## src/rtl/if_prefetch_stage.sv

```systemverilog
// Instruction-fetch stage: owns the fetch PC, issues single-outstanding reads to a
// variable-latency instruction port, and buffers {pc+4, word} for decode.
module if_prefetch_stage #(
   parameter int unsigned DEPTH        = 2,
   parameter logic [31:0] RESET_PC     = 32'h0000_0000,
   parameter logic [31:0] BUBBLE_INSTR = 32'hF000_0000
) (
   input  logic        clk,
   input  logic        rst,
   input  logic        freeze,
   input  logic        branch_taken,
   input  logic [31:0] branch_addr,
   output logic        imem_req,
   output logic [31:0] imem_addr,
   input  logic        imem_valid,
   input  logic [31:0] imem_rdata,
   output logic [31:0] pc_out,
   output logic [31:0] instruction,
   output logic        valid_out
);

   localparam int unsigned PW = (DEPTH > 1) ? $clog2(DEPTH) : 1;
   localparam int unsigned CW = $clog2(DEPTH + 1);

   typedef enum logic [1:0] {
      IDLE = 2'd0,
      WAIT = 2'd1,
      DROP = 2'd2
   } state_t;

   state_t        state_r;
   state_t        state_s;
   logic [31:0]   fetch_pc_r;
   logic [31:0]   req_addr_r;
   logic [PW-1:0] rd_ptr_r;
   logic [PW-1:0] wr_ptr_r;
   logic [CW-1:0] count_r;
   logic [CW-1:0] count_next_s;
   logic [63:0]   queue_r [DEPTH];
   logic [63:0]   head_s;
   logic          push_s;
   logic          pop_s;
   logic          resp_s;
   logic          issue_s;

   // Queue handshakes, issue decision and next-state logic.
   always_comb begin
      state_s      = state_r;
      push_s       = (state_r == WAIT) && imem_valid && !branch_taken;
      pop_s        = (count_r != '0) && !freeze && !branch_taken;
      count_next_s = count_r + CW'(push_s) - CW'(pop_s);
      resp_s       = imem_valid && ((state_r == WAIT) || (state_r == DROP));
      // Issue only when a slot is guaranteed for the response.
      issue_s      = !rst && !branch_taken &&
                     ((state_r == IDLE) || resp_s) &&
                     (count_next_s < CW'(DEPTH));
      case (state_r)
         IDLE: begin
            if (issue_s) state_s = WAIT;
            else         state_s = IDLE;
         end
         WAIT: begin
            if (issue_s)           state_s = WAIT;
            else if (imem_valid)   state_s = IDLE;
            else if (branch_taken) state_s = DROP;
            else                   state_s = WAIT;
         end
         DROP: begin
            if (issue_s)         state_s = WAIT;
            else if (imem_valid) state_s = IDLE;
            else                 state_s = DROP;
         end
         default: state_s = IDLE;
      endcase
   end

   // Control state: FSM, fetch PC, pointers and occupancy.
   always_ff @(posedge clk) begin
      if (rst) begin
         state_r    <= IDLE;
         fetch_pc_r <= RESET_PC;
         req_addr_r <= 32'd0;
         rd_ptr_r   <= '0;
         wr_ptr_r   <= '0;
         count_r    <= '0;
      end else begin
         state_r <= state_s;
         if (issue_s) begin
            req_addr_r <= fetch_pc_r;
         end else begin
            req_addr_r <= req_addr_r;
         end
         if (branch_taken) begin
            fetch_pc_r <= branch_addr;
            rd_ptr_r   <= '0;
            wr_ptr_r   <= '0;
            count_r    <= '0;
         end else begin
            if (issue_s) fetch_pc_r <= fetch_pc_r + 32'd4;
            else         fetch_pc_r <= fetch_pc_r;
            if (push_s) wr_ptr_r <= wr_ptr_r + PW'(1);
            else        wr_ptr_r <= wr_ptr_r;
            if (pop_s) rd_ptr_r <= rd_ptr_r + PW'(1);
            else       rd_ptr_r <= rd_ptr_r;
            count_r <= count_next_s;
         end
      end
   end

   // Queue storage; contents are qualified by count so need no reset.
   always_ff @(posedge clk) begin
      if (push_s && !rst) begin
         queue_r[wr_ptr_r] <= {req_addr_r + 32'd4, imem_rdata};
      end
   end

   assign head_s      = queue_r[rd_ptr_r];
   assign valid_out   = (count_r != '0);
   assign pc_out      = valid_out ? head_s[63:32] : 32'd0;
   assign instruction = valid_out ? head_s[31:0]  : BUBBLE_INSTR;
   assign imem_req    = issue_s;
   assign imem_addr   = issue_s ? fetch_pc_r : 32'd0;

endmodule
```

## config.mk

```make
export PLATFORM = sky130hd
export DESIGN_NAME = if_prefetch_stage
export DESIGN_NICKNAME = d
export VERILOG_FILES = /design/src/rtl/if_prefetch_stage.sv
export SDC_FILE = /design/constraint.sdc
export NUM_CORES = 1
export LEC_CHECK = 0
export CAP_MARGIN = 20
export CORE_MARGIN = 2
export CORE_UTILIZATION = 40
export DETAILED_ROUTE_END_ITERATION = 8
export PLACE_DENSITY = 0.69
export SETUP_SLACK_MARGIN = 0.4
export SYNTH_ARGS = -nofsm -noshare
export SYNTH_HDL_FRONTEND = slang
export SYNTH_SLANG_ARGS = --single-unit
```

## constraint.sdc

```tcl
create_clock -name clk -period 10.4 [get_ports clk]
set_clock_uncertainty 0.05 [all_clocks]
set_input_delay 2.08 -clock clk [delete_from_list [all_inputs] [get_ports clk]]
set_output_delay 2.08 -clock clk [all_outputs]
set_load 0.02 [all_outputs]
```

# Word level (Yosys, flattened, before mapping)
# Memory sizes are Yosys's and may differ from the RTL's. A register that Yosys moved wholly into a read port is not among the register bits.
# Cells that the tools add are included.
# totals
elab_cells	50
reg_bits	70
out_inout_bits	98
memories	1
mem_bits_rw	128
# op_classes
n_addsub	6
order_cmp	1
eq_ne	2
n_mux	16
n_reduce_logical	18
# mem_list
name	depth	word_bits	rd	rd_ports_with_merged_regs	wr	line_no	rtl
queue_r	2	64	1	1	1	39	logic [63:0] queue_r [DEPTH];
# ops
operator	n
two-way mux 32 bit	5
adder 32 x 3 -> 32 bit (second input constant)	2
two-way mux 2 bit	5
logical AND 1 bit	9
case mux 2 bit (3 select lines)	1
two-way mux 1 bit	5
nonzero test 2 bit	2
zero test 1 bit	3
adder 1 bit (second input constant)	2
adder 2 x 1 -> 2 bit	1
== test 2 x 1 -> 1 bit (second input constant)	1
== test 2 bit (second input constant)	1
zero test 2 bit	1
logical OR 1 bit	2
< comparator 2 bit (second input constant)	1
OR reduction 2 bit	1
subtractor 2 x 1 -> 2 bit	1

# Depth between registers and ports, before layout
# Gate-level depths: netlist (run 1).
# depth
word_depth	9
ltp_mapped	14
depth_no_buf	12

# Least setup slack after synthesis (run 1)
# Ideal clock, no wire load.
# synth_timing
path_kind	input to register
from	input branch_taken
to	memory queue_r[1][0], enable pin
t_arrival_ps	7462
setup_slack_ps	2310
n_path_buf	2
cell_stages	5
cell_sequence	clkbuf_1 > inv_1 > clkbuf_1 > nand3_1 > nor3b_1
# synth_via
elab_chain_len	5
# synth_lines
element	line_no	rtl
from (decl)	11	input logic branch_taken,
zero test 1 bit	49	push_s = (state_r == WAIT) && imem_valid && !branch_taken;
logical AND 1 bit	49	
logical AND 1 bit	112	if (push_s && !rst) begin
two-way mux 1 bit	112	
two-way mux 1 bit (not written as such)	113	queue_r[wr_ptr_r] <= {req_addr_r + 32'd4, imem_rdata};
to (decl)	39	
# Every way passes these cells.

# Final worst setup path (run 1)
# layout_timing
from	input branch_taken
to	output imem_addr[19]
# layout_via
elab_chain_len	7
word_cells_on_any_way	10
classes_between	add/sub (2); order compare (1); mux (1); reduce/logical (6)
# layout_lines
element	line_no	rtl
zero test 1 bit (*)	49, 50, 54	
logical AND 1 bit	49	
adder 2 x 1 -> 2 bit	51	count_next_s = count_r + CW'(push_s) - CW'(pop_s);
subtractor 2 x 1 -> 2 bit	51	
< comparator 2 bit	56	(count_next_s < CW'(DEPTH));
logical AND 1 bit (*)	55	((state_r == IDLE) || resp_s) &&
two-way mux 32 bit (*)	122	assign imem_addr = issue_s ? fetch_pc_r : 32'd0;
to (decl)	14	output logic [31:0] imem_addr,
# Every way passes the cells marked *; elsewhere a longest branch is shown, timed or not.

==> results of run 1 <==
## worst register-to-register path, delay by kind of cell (launching register included)
| family | cells | cell delay (ps) |
|---|---|---|
| xor gates and xnor gates | 1 | 260 |
| and+or+nand+nor | 4 | 830 |
| DFF | 1 | 330 |
| AOI/OAI and AO/OA | 1 | 100 |
| adders and majority gates | 3 | 740 |
| buffers and inverters | 4 | 1290 |
## cell families (layout without fill, tap and decap cells)
logic type,count (synthesis),count (layout)
XOR/XNOR,57,57
AO/OA/AOI/OAI,72,72
flip-flops,199,199
buffers and inverters,84,253
AND/OR/NAND/NOR,276,276
multiplexers,66,66
adder cells (fa/ha/maj),8,8
## per-stage QoR
stage               worst slack, ps  std cells  area, um^2
global route                   1400       1206       11100
global placement               1890       1174       10500
CTS                            1800       1206       11100
floorplan                      2310        762        8590
detailed placement             1790       1174       10500
finish                         1860       1206       11100
## sequential cells by signal, summed over array words and instances (netlist names), named ones only
name and flops:
count_r 2, fetch_pc_r 32, queue_r 128, rd_ptr_r 1, req_addr_r 32, state_r 2
wr_ptr_r 1
## per-layer routing
metal	up-vias	wire length [um]	track usage
met2	141	8670	0.266
met3	17	924	0.0303
met4	0	250	0.0561
li1	2981	-	-
met1	2768	8430	0.222
met5	-	0	0
## cell usage in the layout, fill, tap and decap left out, drive strengths merged, types with 14 or more instances in the layout
master / synthesis / layout
dfxtp: 71 / 71
nor2: 103 / 103
a21oi: 37 / 37
xnor2: 31 / 31
mux2i: 66 / 66
nand3: 26 / 26
xor2: 24 / 24
clkbuf: 30 / 20
nand4: 14 / 14
clkdlybuf4s50: 0 / 165
edfxtp: 128 / 128
a211oi: 24 / 24
nand2: 88 / 88
inv: 45 / 53
nor3: 14 / 14
and4: 14 / 14
## worst max path at each step
stage                       from  slack, ps       endpoint  cells past startpoint
floorplan           branch_taken       2310  queue_r[1][0]                      5
global route        branch_taken       1400  imem_addr[19]                     13
detailed placement  branch_taken       1790  imem_addr[19]                     14
CTS                 branch_taken       1800  imem_addr[19]                     14
finish              branch_taken       1860  imem_addr[19]                     14
global placement    branch_taken       1890  imem_addr[19]                     14
## where the power goes
part | total [mW] | internal (mW) | switching (mW)
registers | 0.868 | 0.852 | 0.0164
clock network | 0.633 | 0.348 | 0.286
logic | 0.0948 | 0.0482 | 0.0466
total | 1.60 | 1.25 | 0.349
## cell type report
class	count	area, um^2	share of cell area
timing repair buffer	175	1720	0.155
multi-input combinational	479	3020	0.272
clock inverter	12	114	0.0103
sequential	199	5270	0.475
inverter	46	173	0.0156
clock buffer	20	457	0.0411
tap	275	344	0.0310
==> metrics.md, run 1 <==
| Metric | Value |
|---|---|
| Setup crit end kind | primary output |
| Post-synthesis mux area share | 0.0769 |
| Chip width | 151 um |
| Post-layout minimum cycle time | 8540 ps |
| Max Transition Viols Final | 0 |
| Synth area leaders | edfxtp_1 45%, dfxtp_1 17%, mux2i_1 7.7% |
| Cells after synthesis | 762 |
| Register clock-pin slew on the reported worst setup and hold paths | 70 ps |
| Largest net degree at the start of global routing | 74 |
| Area of the core | 0.0210 mm^2 |
| Mean Syn Cell Area | 11.3 um^2 |
| TritonCTS Buffers | 17 |
| Final setup viols | 0 |
| First-pass GRT wire length | 28800 um |
| Xor and xnor area share after synthesis | 0.0616 |
| DR iter-0 viols | 317 |
| CP startpoint kind | input pin |
| Synth Area in Compound Gates | 0.0527 |
| Most used cell along the critical path | inv_1 |
| Via density | 4.90 |
| Synthesized cell area | 0.00859 mm^2 |
| Pwr dens | 144 mW/mm^2 |
| Worst path required time | 8270 ps |
| Final Cycle Share | 0.821 |
| Postcts setup bufs | 0 |
| Clock buffer depth | 2 |
| DRT Pass-1 Iters | 4 |
| Max-cap violations | 0 |
| Final nets | 995 |
| Die height | 151 um |
| H-tree lvl count | 4 |
| Min-Delay Path Depth | 2 |
| Most numerous cell in the Yosys netlist | edfxtp_1 |
| Initial antenna violation count | 0 |
| Delay-heaviest family, CP | buffers and inverters |
| Global route total overflow | 0 |
| Layout cells sized above 1 | 0.0537 |
| I/O Pins | 167 |
| Arrival @ worst endpoint | 6410 ps |
| Yosys warns | 0 |
| Synth unique cells | 36 |
| Row count | 53 |
| Area delta synth->final | 29.2% |
| Register area share after synthesis | 0.613 |
| Buf/Inv on CP | 7 |
| Pleak | 3.93 nW |
| Clk Latency, worst-skew pair | 430 ps |
| Most frequent cells after synthesis | 128 x edfxtp_1, 103 x nor2_1, 88 x nand2_1 |
| Share of flip-flops with an asynchronous set or reset | 0 |
| Detailed Route WL | 18300 um |
| Number of remaining DRC errors | 0 |
| Status | finished clean |
| Worst reg2reg path startpoint | state_r[1] |
| Reg2reg path depth | 13 |
| Layout fillers | 1856 |
| Worst-Margin Slew | 1110 ps |
| HP Class | flop to flop |
| FF-to-FF End | req_addr_r[19] |
| Top cell type's share of synthesized area | 0.447 |
| Fin util | 0.528 |
| Largest family of logic cells by synthesized area | simple AND/OR/NAND/NOR gates |
| HPWL after detailed placement | 12400 um |
| Fmax | 117 MHz |
| Setup_tns | 0 ps |
| Crit-path max FO | 34 |
| Post-synth EDFFs | 128 |
| Final Hold Viols | 0 |
| VDD IR max | 0.000115 V |
| DRT antenna net count | 0 |
| R2R Setup Slk | 6650 ps |
| Slowest-stage cell, CP | clkinv_1 |
| CTS tree | yes |
| Syn_nets | 839 |
| Die area | 0.0227 mm^2 |
| Slew headroom | 0.258 |
| Cell Chain, Critical Path | clkdlybuf4s50_1 -> inv_1 -> nand3_1 -> ha_1 -> inv_1 -> ha_1 -> xor3_2 -> nor2_1 -> nand2_1 -> buf_4 -> clkinv_1 -> nand2_1 -> inv_1 -> clkdlybuf4s50_1 |
| Area leader, netlist | edfxtp_1 |
| Register bit count reported by yosys | 199 |
| Ys flop type | edfxtp_1 |
| Synth Area in Simple Gates | 0.147 |
| Antenna cells | 0 |
| Root Driver | clkbuf_16 |
| Hold Slack | 418 ps |
| CTS resizes | 0 |
| CTS sink count | 199 |
| Total number of vias | 5907 |
| Critical path type | input pin to primary output |
| Total Routing Usage GR | 0.164 |
| Vias in the first global route | 5654 |
| Initial core utilization | 0.409 |
| Hold Startpoint | req_addr_r[28] |
| Hold EP | req_addr_r[28] |
| Adder-cell share of the synthesized area | 0.0117 |
| RSZ-0062 raised after global routing | false |
| Buffers on Ports | 166 |
| Slowest stage delay, CP | 820 ps |
| CTS Hold Bufs | 0 |
| Post-DR wirelength/cell | 15.2 um |
| GP Congestion | 0.810 |
| Total Power | 1.60 mW |
No activity file was read; power rests on OpenSTA's default activity.
==> run 2, diff against run 1 <==
- clock period: 10.4 -> 8.2 ns (I/O delays scaled with it)
==> run 2 against run 1 <==
Routed wire length rose by 0.38%. Sequential power up 27%. Worst hold slack lost 17 ps. Critical path type unchanged. Highest routed layer unchanged. Via count is 0.58% higher. Critical path depth down 2. Largest cell class unchanged.
==> metrics.md, run 2 (synthesis gave the netlist of run 1 again) <==
| Metric | Value |
|---|---|
| Multi-input gate area | 0.00302 mm^2 |
| WL met2 | 8610 um |
| Post-layout minimum cycle time | 7330 ps |
| Detailed Route WL | 18300 um |
| Sequential cell area | 0.00527 mm^2 |
| Max-cap violations | 0 |
| Root Driver | clkbuf_16 |
| Vias in the first global route | 5550 |
| Area of the core | 0.0210 mm^2 |
| Clock buffer depth | 2 |
| Sw Ratio | 0.210 |
| Initial core utilization | 0.409 |
| Largest net degree at the start of global routing | 73 |
| Clock share of power | 0.410 |
| DR iter-0 viols | 275 |
| Clk Latency, worst-skew pair | 430 ps |
| Uppermost routed layer | met4 |
| Commonest non-fill, non-tap cell in the layout | clkdlybuf4s50_1 |
| Worst path required time | 6510 ps |
| CTS tree | yes |
| Global route total overflow | 0 |
| Setup_tns | 0 ps |
| DRT antenna net count | 0 |
| Fin util | 0.531 |
| Area delta synth->final | 30.0% |
| Pwr dens | 185 mW/mm^2 |
| Biggest register | queue_r |
| Postcts setup bufs | 0 |
| HPWL after detailed placement | 12400 um |
| Final Hold Viols | 0 |
| First-pass GRT wire length | 28500 um |
| Layout cells sized above 1 | 0.0505 |
| DRT Pass-1 Iters | 4 |
| Status | finished clean |
| Final nets | 995 |
| Setup crit end kind | primary output |
| Post-DR wirelength/cell | 15.2 um |
| Metal3 WL | 1070 um |
| Comb pwr share | 0.058 |
| Final Cycle Share | 0.894 |
| Slew headroom | 0.361 |
| H-tree lvl count | 4 |
| Number of remaining DRC errors | 0 |
| Arrival @ worst endpoint | 5640 ps |
| RSZ-0062 raised after global routing | false |
| VDD IR max | 0.000137 V |
| Most frequent cells in the layout | 165 x clkdlybuf4s50_1, 128 x edfxtp_1, 102 x nor2_1 |
| Initial antenna violation count | 0 |
| Total Routing Usage GR | 0.163 |
| Chip width | 151 um |
| Worst-Margin Slew | 953 ps |
| Fmax | 136 MHz |
| CP startpoint kind | input pin |
| CTS resizes | 0 |
| Int Pwr | 1.64 mW |
| Total Power | 2.07 mW |
| Row count | 53 |
| Top Registers | queue_r (128), fetch_pc_r (32), req_addr_r (32) |
| Layout fillers | 1817 |
| Final setup viols | 0 |
| Sequential share of power | 0.532 |
| HP Class | flop to flop |
| Die height | 151 um |
| Antenna cells | 0 |
| CTS sink count | 199 |
| I/O Pins | 167 |
| Pleak | 3.94 nW |
| Critical path type | input pin to primary output |
| Max Transition Viols Final | 0 |
| Crit-path max FO | 34 |
| Max FFs per register | 128 |
| TritonCTS Buffers | 17 |
| Register clock-pin slew on the reported worst setup and hold paths | 60 ps |
| Metal-1 WL | 8450 um |
| CTS Hold Bufs | 0 |
| Via density | 4.93 |
| Net Sw Power | 0.434 mW |
| Die area | 0.0227 mm^2 |
| Total number of vias | 5941 |
| GP Congestion | 0.851 |
| Buffers on Ports | 166 |
## run 2: changes by cell type in the layout (fill, tap and decap cells not counted), moves of 2 or more
cell,before,now
clkbuf_1,1,4
clkbuf_16,17,21
clkbuf_8,2,0
clkinvlp_4,1,3
inv_4,4,0
## run 2: layer usage
| metal | track usage | vias up |
|---|---|---|
| met5 | 0 | - |
| met2 | 0.254 | 190 |
| met1 | 0.227 | 2755 |
| li1 | - | 2982 |
| met3 | 0.0336 | 14 |
| met4 | 0.0528 | 0 |
## run 2: path summary, 6_finish.rpt
check / startpoint / end / slack, ps / cells after the start
setup / recovery: branch_taken / imem_addr[8] / 870 / 12
hold / removal: req_addr_r[1] / queue_r[1][33] / 400 / 0
setup reg to reg: state_r[1] / req_addr_r[6] / 4800 / 12
hold reg to reg: req_addr_r[1] / queue_r[1][33] / 400 / 0
## run 2: power by group through the flow
stage | clock network, mW | registers, mW | logic (mW)
3_5_place_dp | 0 | 1.12 | 0.121
6_report | 0.848 | 1.10 | 0.121
3_3_place_gp | 0 | 1.12 | 0.119
2_1_floorplan | 0 | 1.12 | 0.0616
4_1_cts | 0.866 | 1.10 | 0.122
5_1_grt | 0.914 | 1.10 | 0.132
## run 2: stage by stage
stage               hold WS, ps  instance area (um^2)  std cells  setup WS [ps]
floorplan                   375                  8590        762            550
global placement            385                 10500       1173            982
detailed placement          391                 10500       1173            875
CTS                         407                 11100       1205            831
global route                426                 11200       1206            550
finish                      400                 11200       1206            868
## run 2: critical path: stages
cell	delay, ps
clkdlybuf4s50_1	740
nor3_1	440
ha_1	300
inv_1	50
ha_1	180
xor3_2	250
nor2_1	120
nand2_1	120
clkinv_1	740
nand2_1	440
inv_1	70
clkdlybuf4s50_1	540
## run 2: layout make-up
cell class | instances | share of cell area
sequential | 199 | 0.472
timing repair buffer | 175 | 0.156
multi-input combinational | 479 | 0.271
clock buffer | 25 | 0.0484
inverter | 46 | 0.0155
clock inverter | 7 | 0.00672
tap | 275 | 0.0308
